<file path="config.mk">
export PLATFORM = sky130hd
export DESIGN_NAME = decod_coordenadas_seq_flat
export DESIGN_NICKNAME = d
export VERILOG_FILES = /design/src/rtl/decod_coordenadas_seq_if.sv /design/src/rtl/decod_coordenadas_seq.sv /design/src/flat_wrapper.sv
export SDC_FILE = /design/constraint.sdc
export NUM_CORES = 1
export LEC_CHECK = 0
export BUFFER_PORTS_ARGS = -buffer_cell sky130_fd_sc_hd__buf_4
export CAP_MARGIN = 20
export CORE_MARGIN = 3
export CORE_UTILIZATION = 52
export CTS_CLUSTER_DIAMETER = 60
export DETAILED_ROUTE_END_ITERATION = 12
export GPL_TIMING_DRIVEN = 0
export HOLD_SLACK_MARGIN = 0.05
export PLACE_DENSITY = 0.75
export SETUP_SLACK_MARGIN = 0.02
export SLEW_MARGIN = 20
export SYNTH_ARGS = -nofsm -noshare
export SYNTH_HDL_FRONTEND = slang
export SYNTH_SLANG_ARGS = --single-unit
</file>
<file path="constraint.sdc">
create_clock -name clk -period 2 [get_ports clk]
set_clock_uncertainty 0.15 [all_clocks]
set_input_delay 0.1 -clock clk [delete_from_list [all_inputs] [get_ports clk]]
set_output_delay 0.1 -clock clk [all_outputs]
set_load 0.005 [all_outputs]
</file>
<file path="src/rtl/decod_coordenadas_seq_if.sv">
// Coordinate-in / cell-index-out handshake bundle for decod_coordenadas_seq.
// The master side supplies coordinates and accepts results; the slave is the decoder.
interface decod_coordenadas_seq_if #(
  parameter int RW = 3,
  parameter int CW = 3,
  parameter int IW = 6
);
  logic          in_valid;
  logic          in_ready;
  logic [RW-1:0] row;
  logic [CW-1:0] col;
  logic          out_valid;
  logic          out_ready;
  logic [IW-1:0] out_index;
  logic          out_err;
  logic          out_dup;

  modport master (
    output in_valid, row, col, out_ready,
    input  in_ready, out_valid, out_index, out_err, out_dup
  );

  modport slave (
    input  in_valid, row, col, out_ready,
    output in_ready, out_valid, out_index, out_err, out_dup
  );
endinterface

</file>
<file path="src/rtl/decod_coordenadas_seq.sv">
// Sequential (row, col) -> row*COLS+col decoder with range check and shift-add multiply.
// Define REPEAT_CHECK_EN to add the fired-cell history bitmap that drives out_dup.
module decod_coordenadas_seq #(
  parameter int ROWS = 7,
  parameter int COLS = 7,
  parameter int RW   = 3,
  parameter int CW   = 3,
  parameter int IW   = 6
) (
  input  logic                      clk,
  input  logic                      rst_n,
  input  logic                      clear,
  decod_coordenadas_seq_if.slave    bus,
  output logic                      busy
);

  typedef enum logic [2:0] {IDLE, CHECK, MUL, ADD, OUT} state_t;

  localparam int            CNT_W  = $clog2(RW + 1);
  localparam logic [IW-1:0] COLS_W = IW'(COLS);

  state_t             state_q, state_d;
  logic [RW-1:0]      row_q, row_d;
  logic [CW-1:0]      col_q, col_d;
  logic [RW-1:0]      mplier_q, mplier_d;
  logic [IW-1:0]      addend_q, addend_d;
  logic [IW-1:0]      acc_q, acc_d;
  logic [CNT_W-1:0]   cnt_q, cnt_d;
  logic [IW-1:0]      index_q, index_d;
  logic               err_q, err_d;
  logic               dup_q, dup_d;
  logic               accept;
  logic               in_range;

  assign accept   = bus.in_valid && (state_q == IDLE) && !clear;
  assign in_range = (int'(row_q) < ROWS) && (int'(col_q) < COLS);

  always_ff @(posedge clk or negedge rst_n) begin
    if (!rst_n) state_q <= IDLE;
    else        state_q <= state_d;
  end

  always_comb begin
    state_d = state_q;
    if (clear) begin
      state_d = IDLE;
    end else begin
      case (state_q)
        IDLE:    if (accept) state_d = CHECK;
        // Out-of-range results also pass through ADD, giving a two-cycle error latency.
        CHECK:   state_d = in_range ? MUL : ADD;
        MUL:     if (cnt_q == CNT_W'(RW - 1)) state_d = ADD;
        ADD:     state_d = OUT;
        OUT:     if (bus.out_ready) state_d = IDLE;
        default: state_d = IDLE;
      endcase
    end
  end

  always_comb begin
    bus.in_ready  = (state_q == IDLE) && !clear;
    bus.out_valid = (state_q == OUT);
    bus.out_index = bus.out_valid ? index_q : '0;
    bus.out_err   = bus.out_valid && err_q;
    bus.out_dup   = bus.out_valid && dup_q;
    busy          = (state_q != IDLE);
  end

`ifdef REPEAT_CHECK_EN
  logic [ROWS*COLS-1:0] hist_q, hist_d;

  always_ff @(posedge clk or negedge rst_n) begin
    if (!rst_n) hist_q <= '0;
    else        hist_q <= hist_d;
  end

  always_comb begin
    hist_d = hist_q;
    if (clear)
      hist_d = '0;
    else if ((state_q == OUT) && bus.out_ready && !err_q)
      hist_d[index_q] = 1'b1;
  end
`endif

  always_ff @(posedge clk or negedge rst_n) begin
    if (!rst_n) begin
      row_q    <= '0;
      col_q    <= '0;
      mplier_q <= '0;
      addend_q <= '0;
      acc_q    <= '0;
      cnt_q    <= '0;
      index_q  <= '0;
      err_q    <= 1'b0;
      dup_q    <= 1'b0;
    end else begin
      row_q    <= row_d;
      col_q    <= col_d;
      mplier_q <= mplier_d;
      addend_q <= addend_d;
      acc_q    <= acc_d;
      cnt_q    <= cnt_d;
      index_q  <= index_d;
      err_q    <= err_d;
      dup_q    <= dup_d;
    end
  end

  always_comb begin
    row_d    = row_q;
    col_d    = col_q;
    mplier_d = mplier_q;
    addend_d = addend_q;
    acc_d    = acc_q;
    cnt_d    = cnt_q;
    index_d  = index_q;
    err_d    = err_q;
    dup_d    = dup_q;
    case (state_q)
      IDLE: begin
        if (accept) begin
          row_d = bus.row;
          col_d = bus.col;
        end
      end
      CHECK: begin
        acc_d    = '0;
        mplier_d = row_q;
        addend_d = COLS_W;
        cnt_d    = '0;
        err_d    = !in_range;
      end
      // addend tracks COLS<<k; high bits lost to the shift are never added for in-range rows.
      MUL: begin
        if (mplier_q[0]) acc_d = acc_q + addend_q;
        mplier_d = mplier_q >> 1;
        addend_d = addend_q << 1;
        cnt_d    = cnt_q + CNT_W'(1);
      end
      ADD: begin
        if (err_q) begin
          index_d = '0;
          dup_d   = 1'b0;
        end else begin
          index_d = acc_q + IW'(col_q);
`ifdef REPEAT_CHECK_EN
          dup_d   = hist_q[index_d];
`else
          dup_d   = 1'b0;
`endif
        end
      end
      default: ;
    endcase
  end

endmodule

</file>
<file path="src/flat_wrapper.sv">
// flat-port wrapper written by rule: the top's interface ports become plain ports
module decod_coordenadas_seq_flat 
#(
  parameter int ROWS = 7,
  parameter int COLS = 7,
  parameter int RW   = 3,
  parameter int CW   = 3,
  parameter int IW   = 6
)
  (clk, rst_n, clear, busy, bus_in_valid, bus_row, bus_col, bus_out_ready, bus_in_ready, bus_out_valid, bus_out_index, bus_out_err, bus_out_dup);
  decod_coordenadas_seq_if #(.RW(RW), .CW(CW), .IW(IW)) bus_i ();
  input  logic clk;
  input  logic rst_n;
  input  logic clear;
  output logic busy;
  input wire logic [$bits(bus_i.in_valid)-1:0] bus_in_valid;
  input wire logic [$bits(bus_i.row)-1:0] bus_row;
  input wire logic [$bits(bus_i.col)-1:0] bus_col;
  input wire logic [$bits(bus_i.out_ready)-1:0] bus_out_ready;
  output wire logic [$bits(bus_i.in_ready)-1:0] bus_in_ready;
  output wire logic [$bits(bus_i.out_valid)-1:0] bus_out_valid;
  output wire logic [$bits(bus_i.out_index)-1:0] bus_out_index;
  output wire logic [$bits(bus_i.out_err)-1:0] bus_out_err;
  output wire logic [$bits(bus_i.out_dup)-1:0] bus_out_dup;
  assign bus_i.in_valid = bus_in_valid;
  assign bus_i.row = bus_row;
  assign bus_i.col = bus_col;
  assign bus_i.out_ready = bus_out_ready;
  assign bus_in_ready = bus_i.in_ready;
  assign bus_out_valid = bus_i.out_valid;
  assign bus_out_index = bus_i.out_index;
  assign bus_out_err = bus_i.out_err;
  assign bus_out_dup = bus_i.out_dup;
  decod_coordenadas_seq #(.ROWS(ROWS), .COLS(COLS), .RW(RW), .CW(CW), .IW(IW)) u_core (.clk(clk), .rst_n(rst_n), .clear(clear), .bus(bus_i), .busy(busy));
endmodule
</file>
==> run metrics <==
fmax=between 500 and 600 MHz; footprint of the multi-input gates=1074 um2; total power=approximately 3.5 mW; Placed Cells=260; initial antenna violation count=0; crit end category=flip-flop; PortBufs=20; Die Span X=between 60 and 70 um; unrepaired setup endpoints after global routing=false; Final #Nets=about 260; Tightest Hold Check Type=in -> async; Synth Cell Area=around 1900 um2; area occupied by registers=829.5 um2; Non-Filler Instances=roughly 290; CP Launch Type=flip-flop; Crit Path Class=reg -> reg; layout cell share with drive strength beyond 1=between 20% and 30%; Clk Latency, worst-skew pair=~0.35 ns; FILL cells=280; Worst VDD drop=approximately 0.00074 V; DR DRC count=0; Core Util, Final=a little over two thirds; global-route wire length before repair=roughly 7700 um; Max Slew Vio Count=0; GRT Residual Overflow=0; DRT Pass-1 Iters=4; H-tree depth=2; crit share post-route=a little over nine tenths; initial drt markers=74; TritonCTS clock tree=done; CP Max Fanout=5; syn avg cell area=between 9 and 10 um2; post-synth cell types=38; Period minus WS final=~1.9 ns; # diodes=0; Via density=5.895; Total Routed Length=around 4700 um; Worst Path Arrival=roughly 2 ns; fin area=around 2400 um2; post-route setup TNS=0 ns; # setup viols final=0; Area Overhead vs Synth=27.12%; remaining antenna violation count=0; Max-Cap Viols=0; # rows=21; Syn Inst Count=just under 200; Starting Density=between 50% and 60%; clock buffer count from CTS=5; ys async rst share=100.0%; DP HPWL=between 3000 and 4000 um; predominant post-synthesis flop cell=dfrtp_1; Hold Vio Cnt, Final=0; clock slew at reported path FFs=~0.11 ns; Hold WS=0.05523 ns; Synth Register Bits=33; Tot GR Track Use=between 20% and 30%; die area=4416 um2; Pleak=between 1 and 1.5 nW; CTS root buffer=clkbuf_4; DIE HEIGHT=approximately 66 um; Seq/Total Area, Yosys=about 43%; Routed WL per cell=~17 um; syn_nets=216; vias in the first global route=about 1,700; largest net degree at the start of global routing=34; Ys Warns=0; CTS sink cnt=33; area of the core=3416 um2; outcome=finished clean; Ports=22; GPL Wtd Cong=about 0.90; PwrDens=roughly 1400 nW/um2; pre-CTS setup slack=-0.06834 ns; CP Data Required Time=~2.1 ns; Final WS setup=~0.08 ns; EDFF count, synth=0; vias=between 1,500 and 2,000; CTS max path bufs=2; DP Area=roughly 2100 um2
-- worst max-delay path, cell delays in order (launching register included) --
cell and delay, ns:
dfrtp_2 0.46, ha_1 0.33, a211oi_1 0.11, or4b_1 0.50
nand3_2 0.10, mux2i_1 0.18
-- where the power goes --
group / total, mW / switching [mW] / internal, mW
registers: 1.21 / 0.275 / 0.934
logic: 1.74 / 0.893 / 0.843
clock network: 0.529 / 0.231 / 0.298
total: 3.47 / 1.40 / 2.08
-- final cells by class --
type	count	share of cell area, %
multi-input combinational	148	44.43
sequential	33	34.33
timing repair buffer	38	12.84
tap	46	2.382
clock buffer	7	2.279
buffer	9	1.864
clock inverter	1	1.243
inverter	4	0.6214
-- per-layer routing --
metal  track usage, %  vias to the layer above  part of all wire [%]
li1                 -                      800                     -
met1            28.29                      814                    40
met2            40.15                       64                    52
met3            5.734                        8                   6.6
met4            7.107                        0                   1.4
met5                0                        -                     0
-- cell usage in the layout, fill, tap and decap left out, types with 4 or more instances in the layout --
cell / count
a22oi_1: 9
a211oi_1: 4
o22ai_1: 4
nand2b_1: 4
xnor2_1: 5
inv_1: 4
mux2_2: 6
ha_1: 5
buf_2: 4
nor2_1: 10
dfrtp_1: 30
and3_1: 9
nand2_1: 20
dlygate4sd3_1: 10
buf_4: 29
a21o_1: 5
o21ai_0: 14
a21oi_1: 10
clkbuf_4: 5
-- Yosys cell counts, types with 2 or more instances --
master | number | share of area [%]
nand2_1 | 20 | 3.9
inv_1 | 4 | 0.79
buf_2 | 4 | 1.1
xnor2_1 | 5 | 2.3
o31ai_1 | 2 | 0.79
a22oi_1 | 9 | 3.6
mux2_2 | 6 | 3.6
o2bb2ai_1 | 3 | 1.4
o22ai_1 | 4 | 1.3
nor4_1 | 2 | 0.66
dfrtp_1 | 33 | 43
o21a_1 | 2 | 0.79
nor2_1 | 11 | 2.2
nor2b_1 | 3 | 0.99
fa_1 | 2 | 2.1
nor3_1 | 3 | 0.79
a22o_1 | 3 | 1.4
a21o_1 | 5 | 2.0
a211oi_1 | 4 | 1.6
a21oi_1 | 11 | 2.9
ha_1 | 9 | 5.9
a31oi_1 | 2 | 0.66
and3_1 | 9 | 3.0
o21ai_0 | 15 | 3.9
nor3b_1 | 2 | 0.79
clkbuf_1 | 4 | 0.79
mux2i_1 | 3 | 1.6
nand2b_1 | 4 | 1.3
-- worst paths after layout --
| check | from | end | slack [ns] | cells past startpoint |
|---|---|---|---|---|
| max | u_core.acc_q[1] | u_core.acc_q[5] | 0.08 | 5 |
| min | rst_n | u_core.index_q[2] | 0.06 | 2 |
| max reg2reg | u_core.acc_q[1] | u_core.acc_q[5] | 0.08 | 5 |
| min reg2reg | u_core.index_q[2] | u_core.index_q[2] | 0.34 | 2 |
| max in group asynchronous | rst_n | u_core.addend_q[1] | 1.31 | 2 |
| min in group clk | clear | u_core.state_q[2] | 0.34 | 3 |
-- registers in the layout, summed over array words and instances, names as in the netlist --
signal           count
u_core.err_q         1
u_core.index_q       6
u_core.cnt_q         2
u_core.mplier_q      3
u_core.col_q         3
u_core.row_q         3
u_core.state_q       3
u_core.acc_q         6
u_core.addend_q      6
-- timing repair --
action                                 4_1_cts  5_1_grt
setup buffers                                4        4
setup endpoints to repair                   10       11
pin swaps                                    0        2
gates resized for setup                      6       12
endpoints found under the hold margin       42        0
hold buffers                                10        0
-- cells by family after synthesis --
kind of cell / share of synthesized area [%]
compound gates: 21.26
simple gates: 16.13
flops: 43.45
buf+inv: 3.028
fa+ha+maj: 8.032
mux: 5.135
xor+xnor: 2.765
other cells: 0.1973
(Power assumes the default switching activity.)
